<file path="src/rtl/pkt_out_filter.sv">
// Egress packet filter: forwards or discards whole packets by a tuser drop bit,
// 2-entry output skid buffer, optional packet counters (PKT_OUT_FILTER_STATS_EN).
//
// Ports:
//   axis_clk, aresetn        clock, async active-low reset
//   s_axis_*                 ingress AXI-Stream (tdata/tkeep/tuser/tlast/tvalid/tready)
//   m_axis_*                 egress AXI-Stream, driven from the skid head register
//   stat_clear               synchronous counter clear (ignored without the macro)
//   stat_fwd_pkts            forwarded packet count (saturating, 0 without the macro)
//   stat_drop_pkts           dropped packet count (saturating, 0 without the macro)
module pkt_out_filter #(
   parameter int C_AXIS_DATA_WIDTH  = 256,
   parameter int C_AXIS_TUSER_WIDTH = 128,
   parameter int C_DROP_BIT         = 127
) (
   input  logic                            axis_clk,
   input  logic                            aresetn,
   input  logic [C_AXIS_DATA_WIDTH-1:0]    s_axis_tdata,
   input  logic [C_AXIS_DATA_WIDTH/8-1:0]  s_axis_tkeep,
   input  logic [C_AXIS_TUSER_WIDTH-1:0]   s_axis_tuser,
   input  logic                            s_axis_tvalid,
   input  logic                            s_axis_tlast,
   output logic                            s_axis_tready,
   output logic [C_AXIS_DATA_WIDTH-1:0]    m_axis_tdata,
   output logic [C_AXIS_DATA_WIDTH/8-1:0]  m_axis_tkeep,
   output logic [C_AXIS_TUSER_WIDTH-1:0]   m_axis_tuser,
   output logic                            m_axis_tvalid,
   output logic                            m_axis_tlast,
   input  logic                            m_axis_tready,
   input  logic                            stat_clear,
   output logic [31:0]                     stat_fwd_pkts,
   output logic [31:0]                     stat_drop_pkts
);

   localparam int KW = C_AXIS_DATA_WIDTH / 8;

   typedef struct packed {
      logic [C_AXIS_DATA_WIDTH-1:0]  data;
      logic [KW-1:0]                 keep;
      logic [C_AXIS_TUSER_WIDTH-1:0] user;
      logic                          last;
   } beat_t;

   typedef enum logic [1:0] {
      ST_FIRST = 2'd0,
      ST_FWD   = 2'd1,
      ST_DROP  = 2'd2
   } state_e;

   state_e     state_q, state_d;
   logic [1:0] occ_q, occ_d;
   beat_t      head_q, head_d;
   beat_t      tail_q, tail_d;
   beat_t      in_beat;

   logic       s_rdy;
   logic       acc;
   logic       drop_bit;
   logic       fwd_beat;
   logic       push;
   logic       pop;
   logic       first_acc;

   assign in_beat = '{data: s_axis_tdata,
                      keep: s_axis_tkeep,
                      user: s_axis_tuser,
                      last: s_axis_tlast};

   assign drop_bit = s_axis_tuser[C_DROP_BIT];

   // Ready depends only on state, occupancy and reset, never on beat contents.
   assign s_rdy = aresetn &
                  ((state_q == ST_DROP) | (occ_q != 2'd2));

   assign acc       = s_axis_tvalid & s_rdy;
   assign first_acc = acc & (state_q == ST_FIRST);
   assign pop       = m_axis_tvalid & m_axis_tready;

   always_comb begin
      fwd_beat = 1'b0;
      unique case (state_q)
         ST_FIRST: fwd_beat = ~drop_bit;
         ST_FWD:   fwd_beat = 1'b1;
         ST_DROP:  fwd_beat = 1'b0;
         default:  fwd_beat = 1'b0;
      endcase
   end

   assign push = acc & fwd_beat;

   // Packet framing FSM
   always_comb begin
      state_d = state_q;
      if (acc) begin
         unique case (state_q)
            ST_FIRST: begin
               if (!s_axis_tlast)
                  state_d = drop_bit ? ST_DROP : ST_FWD;
            end
            ST_FWD, ST_DROP: begin
               if (s_axis_tlast)
                  state_d = ST_FIRST;
            end
            default: state_d = ST_FIRST;
         endcase
      end
   end

   // Skid buffer: head drives m_axis, tail only fills when head is stalled.
   always_comb begin
      head_d = head_q;
      tail_d = tail_q;
      occ_d  = occ_q;
      unique case (occ_q)
         2'd0: begin
            if (push) begin
               head_d = in_beat;
               occ_d  = 2'd1;
            end
         end
         2'd1: begin
            if (push && pop) begin
               head_d = in_beat;
            end else if (push) begin
               tail_d = in_beat;
               occ_d  = 2'd2;
            end else if (pop) begin
               occ_d  = 2'd0;
            end
         end
         2'd2: begin
            // push cannot happen here: ready is low in FIRST/FWD
            if (pop) begin
               head_d = tail_q;
               occ_d  = 2'd1;
            end
         end
         default: occ_d = 2'd0;
      endcase
   end

   always_ff @(posedge axis_clk or negedge aresetn) begin
      if (!aresetn) begin
         state_q <= ST_FIRST;
         occ_q   <= 2'd0;
         head_q  <= '0;
         tail_q  <= '0;
      end else begin
         state_q <= state_d;
         occ_q   <= occ_d;
         head_q  <= head_d;
         tail_q  <= tail_d;
      end
   end

   assign s_axis_tready = s_rdy;
   assign m_axis_tvalid = (occ_q != 2'd0);
   assign m_axis_tdata  = head_q.data;
   assign m_axis_tkeep  = head_q.keep;
   assign m_axis_tuser  = head_q.user;
   assign m_axis_tlast  = head_q.last;

`ifdef PKT_OUT_FILTER_STATS_EN
   logic [31:0] fwd_cnt_q, fwd_cnt_d;
   logic [31:0] drop_cnt_q, drop_cnt_d;

   // Clear has priority over a coincident increment; counts saturate.
   always_comb begin
      fwd_cnt_d  = fwd_cnt_q;
      drop_cnt_d = drop_cnt_q;
      if (stat_clear) begin
         fwd_cnt_d  = '0;
         drop_cnt_d = '0;
      end else if (first_acc) begin
         if (!drop_bit && fwd_cnt_q != 32'hFFFF_FFFF)
            fwd_cnt_d = fwd_cnt_q + 32'd1;
         if (drop_bit && drop_cnt_q != 32'hFFFF_FFFF)
            drop_cnt_d = drop_cnt_q + 32'd1;
      end
   end

   always_ff @(posedge axis_clk or negedge aresetn) begin
      if (!aresetn) begin
         fwd_cnt_q  <= '0;
         drop_cnt_q <= '0;
      end else begin
         fwd_cnt_q  <= fwd_cnt_d;
         drop_cnt_q <= drop_cnt_d;
      end
   end

   assign stat_fwd_pkts  = fwd_cnt_q;
   assign stat_drop_pkts = drop_cnt_q;
`else
   logic unused_stat;
   assign unused_stat    = stat_clear ^ first_acc;
   assign stat_fwd_pkts  = '0;
   assign stat_drop_pkts = '0;
`endif

endmodule

</file>
<file path="config.mk">
export PLATFORM = sky130hd
export DESIGN_NAME = pkt_out_filter
export DESIGN_NICKNAME = d
export VERILOG_FILES = /design/src/rtl/pkt_out_filter.sv
export SDC_FILE = /design/constraint.sdc
export NUM_CORES = 1
export LEC_CHECK = 0
export CAP_MARGIN = 10
export CORE_AREA = 2 2 350 352
export CTS_BUF_LIST = sky130_fd_sc_hd__clkbuf_16
export CTS_CLUSTER_DIAMETER = 40
export DETAILED_ROUTE_END_ITERATION = 8
export DIE_AREA = 0 0 352 354
export HOLD_SLACK_MARGIN = 0.08
export PLACE_DENSITY = 0.53
export SLEW_MARGIN = 15
export SYNTH_ARGS = -nofsm -noshare
export SYNTH_HDL_FRONTEND = slang
export SYNTH_SLANG_ARGS = --single-unit
</file>
<file path="constraint.sdc">
create_clock -name axis_clk -period 2.2 [get_ports axis_clk]
set_input_delay 0.55 -clock axis_clk [delete_from_list [all_inputs] [get_ports axis_clk]]
set_output_delay 0.55 -clock axis_clk [all_outputs]
set_load 0.01 [all_outputs]
</file>
==> flow_summary.json <==
{
  "status": "finished with violations",
  "failed_checks": "setup timing",
  "endpoint_kind": "output pin",
  "gp_congestion": 0.796,
  "dr.pass1.iters": 5,
  "ios": 905,
  "yosys_warnings": 0,
  "syn_inst": 3206,
  "syn_area_mm2": 0.0372,
  "timing.final.crit_share_pct": 110,
  "clock-sinks": 838,
  "clock-root-buffer": "clkbuf_16",
  "cts_buffer_depth": 3,
  "clkPwrFrac_pct": 32.7,
  "power_mw": 72.3,
  "min_path_cells": 5,
  "wl_um": 121000,
  "slew_headroom_pct": 35.9,
  "cts_tree": "done",
  "critical_path.max_fanout": 2,
  "drive_above_1_share_pct": 29.5,
  "via_count": 26700,
  "mostFrequentLayoutCell": "nand2_1",
  "synthDistinctLibCells": 32,
  "grt.overflow.total": 0,
  "ys_seq_elements": 838,
  "finClkSkew_ns": 0.0303,
  "cts_max_level": 4,
  "final_cell_mix": "nand2_1, dfrtp_1, mux2_2",
  "drcViolationCount": 0,
  "vdd_drop_max_mv": 0.733,
  "r2r_cells": 10,
  "drtAntennaViolNets": 0,
  "syn_area_per_cell_um2": 11.6,
  "syn_to_final_growth_pct": 46.7,
  "viasPerCell": 4.49,
  "maxSlewViolCount": 0,
  "hold_class": "input port to register",
  "p_int_mw": 50.9,
  "swShare_pct": 29.5,
  "p_leak_nw": 26.9,
  "critPathArrivalTime_ns": 1.88,
  "grt_pass1_wl_um": 178000,
  "antenna_found_initial": 36,
  "post-route-min-period_ns": 2.43,
  "clock_latency_ns": 0.75,
  "grt_setup_unrepaired": "true",
  "start_util_pct": 30.7,
  "grt_usage_pct": 18.7,
  "pwr-share-comb_pct": 31.2,
  "pwr-share-seq_pct": 36.1,
  "p_per_area_mw_per_mm2": 1330,
  "wl_per_cell_um": 20.3,
  "finalSetupViolCount": 810,
  "setup.worst_path.class": "register to output pin",
  "die-height_um": 354,
  "ys_seq_area_share_pct": 56.4,
  "worst_ep_required_time_ns": 1.65,
  "dr.first_iter.drc_count": 1414,
  "cts_buffers": 147,
  "die_x_um": 352,
  "hold_viol": 0,
  "tightest_slew_ns": 0.962,
  "fp-row-count": 128,
  "timing.fmax_mhz": 412,
  "core_mm2": 0.121,
  "numPortBuffers": 839,
  "post-dp-hpwl_um": 78600,
  "max_cap_violations": 0,
  "fin_cells": 5940,
  "place_inst": 5584,
  "p_sw_mw": 21.3,
  "grt_start_max_net_pins": 164,
  "clk_pin_slew_worst_paths_ns": 0.05,
  "die_area_mm2": 0.125,
  "nNetsFinal": 4607,
  "critPathLaunchType": "register",
  "setup_ws_ns": -0.226,
  "grt_pass1_vias": 27100
}
[critical path: stages (launching register included)]
cell and delay, ns:
dfrtp_1 0.37, inv_2 0.05, buf_6 0.11, ha_4 0.15
buf_6 0.11, o21a_1 0.19, buf_12 0.14
[metal layers]
layer | GRT usage [%] | share of wire (%) | vias up | routed length (um)
met5 | 0 | 0.26 | - | 318
met4 | 6.26 | 2.6 | 46 | 3110
li1 | - | - | 12400 | -
met2 | 30.7 | 48 | 762 | 58000
met1 | 22.5 | 41 | 13200 | 49700
met3 | 7.20 | 7.8 | 218 | 9420
[cell usage after synthesis (all sizes together)]
master	number	area share, %
nor2b	3	0.051
o41ai	1	0.024
dfrtp	838	56
clkbuf	96	0.97
mux2i	1	0.027
a21oi	1	0.013
a22o	1	0.024
o2111ai	1	0.024
and2	1	0.017
buf	155	2.8
o21a	1	0.020
nand3b	1	0.020
a2bb2oi	1	0.024
mux2	834	27
o221ai	2	0.064
nor2	1	0.010
nand2b	1	0.017
nand2	1250	13
o22ai	1	0.017
inv	5	0.051
o21ai	3	0.040
or3b	2	0.047
o211ai	1	0.020
ha	3	0.10
or2	1	0.017
conb	1	0.010
[cells by family after synthesis]
| logic type | count (synthesis) | synth area share [%] |
|---|---|---|
| AO/OA/AOI/OAI | 13 | 0.269 |
| adder cells (fa/ha/maj) | 3 | 0.101 |
| buffers and inverters | 256 | 3.78 |
| flip-flops | 838 | 56.4 |
| multiplexers | 835 | 26.6 |
| other | 1 | 0.0101 |
| AND/OR/NAND/NOR | 1260 | 12.8 |
[power groups by stage]
stage	clock network [mW]	registers (mW)	logic, mW
after CTS	24.2	26.1	22.1
final	23.7	26.1	22.5
after detailed placement	0	26.3	23.2
after floorplan	0	27.3	9.11
after global routing	25.0	27.0	24.0
after global placement	0	26.1	23.0
[sequential cells by signal, summed over array words and instances, names as in the netlist]
signal	flops
tail_q	417
m_axis_tdata	256
m_axis_tuser	128
m_axis_tkeep	32
occ_q	2
state_q	2
m_axis_tlast	1
[worst paths after layout]
path / startpoint / endpoint / slack (ns)
min in group asynchronous: aresetn / occ_q[0] / 0.54
worst max register to register: state_q[1] / tail_q[105] / -0.22
worst max-delay path: state_q[0] / s_axis_tready / -0.23
worst min register to register: m_axis_tuser[109] / m_axis_tuser[109] / 0.49
worst min-delay path: aresetn / occ_q[0] / 0.41
max in group asynchronous: aresetn / m_axis_tdata[209] / 0.47
[final cells by class]
cell class,count,area (um2)
Multi-Input combinational cell,2175,15400
Timing Repair Buffer,1015,11000
Sequential cell,838,21000
Clock inverter,118,1370
Inverter,5,21.3
Fill cell,11200,66400
Clock buffer,150,3750
Antenna cell,14,35.0
Tap cell,1625,2030
[metrics by stage]
stage / TNS [ns] / hold WS, ns / instance area, um2 / util, % / setup slack (ns)
finish: -95.75 / 0.412 / 54500 / 45.1 / -0.226
global route: -172.52 / 0.373 / 54500 / 45.1 / -0.304
CTS: -133.34 / 0.345 / 53700 / 44.4 / -0.277
detailed placement: -342.10 / 0.491 / 47900 / 39.6 / -0.477
global placement: -337.60 / 0.486 / 47900 / 39.6 / -0.466
floorplan: -0.462 / 0.254 / 37500 / - / -0.00462
[timing repair]
item	4_1_cts	5_1_grt
hold buffers	2	0
hold endpoints to repair	73	0
gates cloned	19	20
buffers inserted	22	18
gates resized for setup	454	80
endpoints found under the setup margin	776	889
pin swaps	6	1
Power figures use the tool's default switching activity.
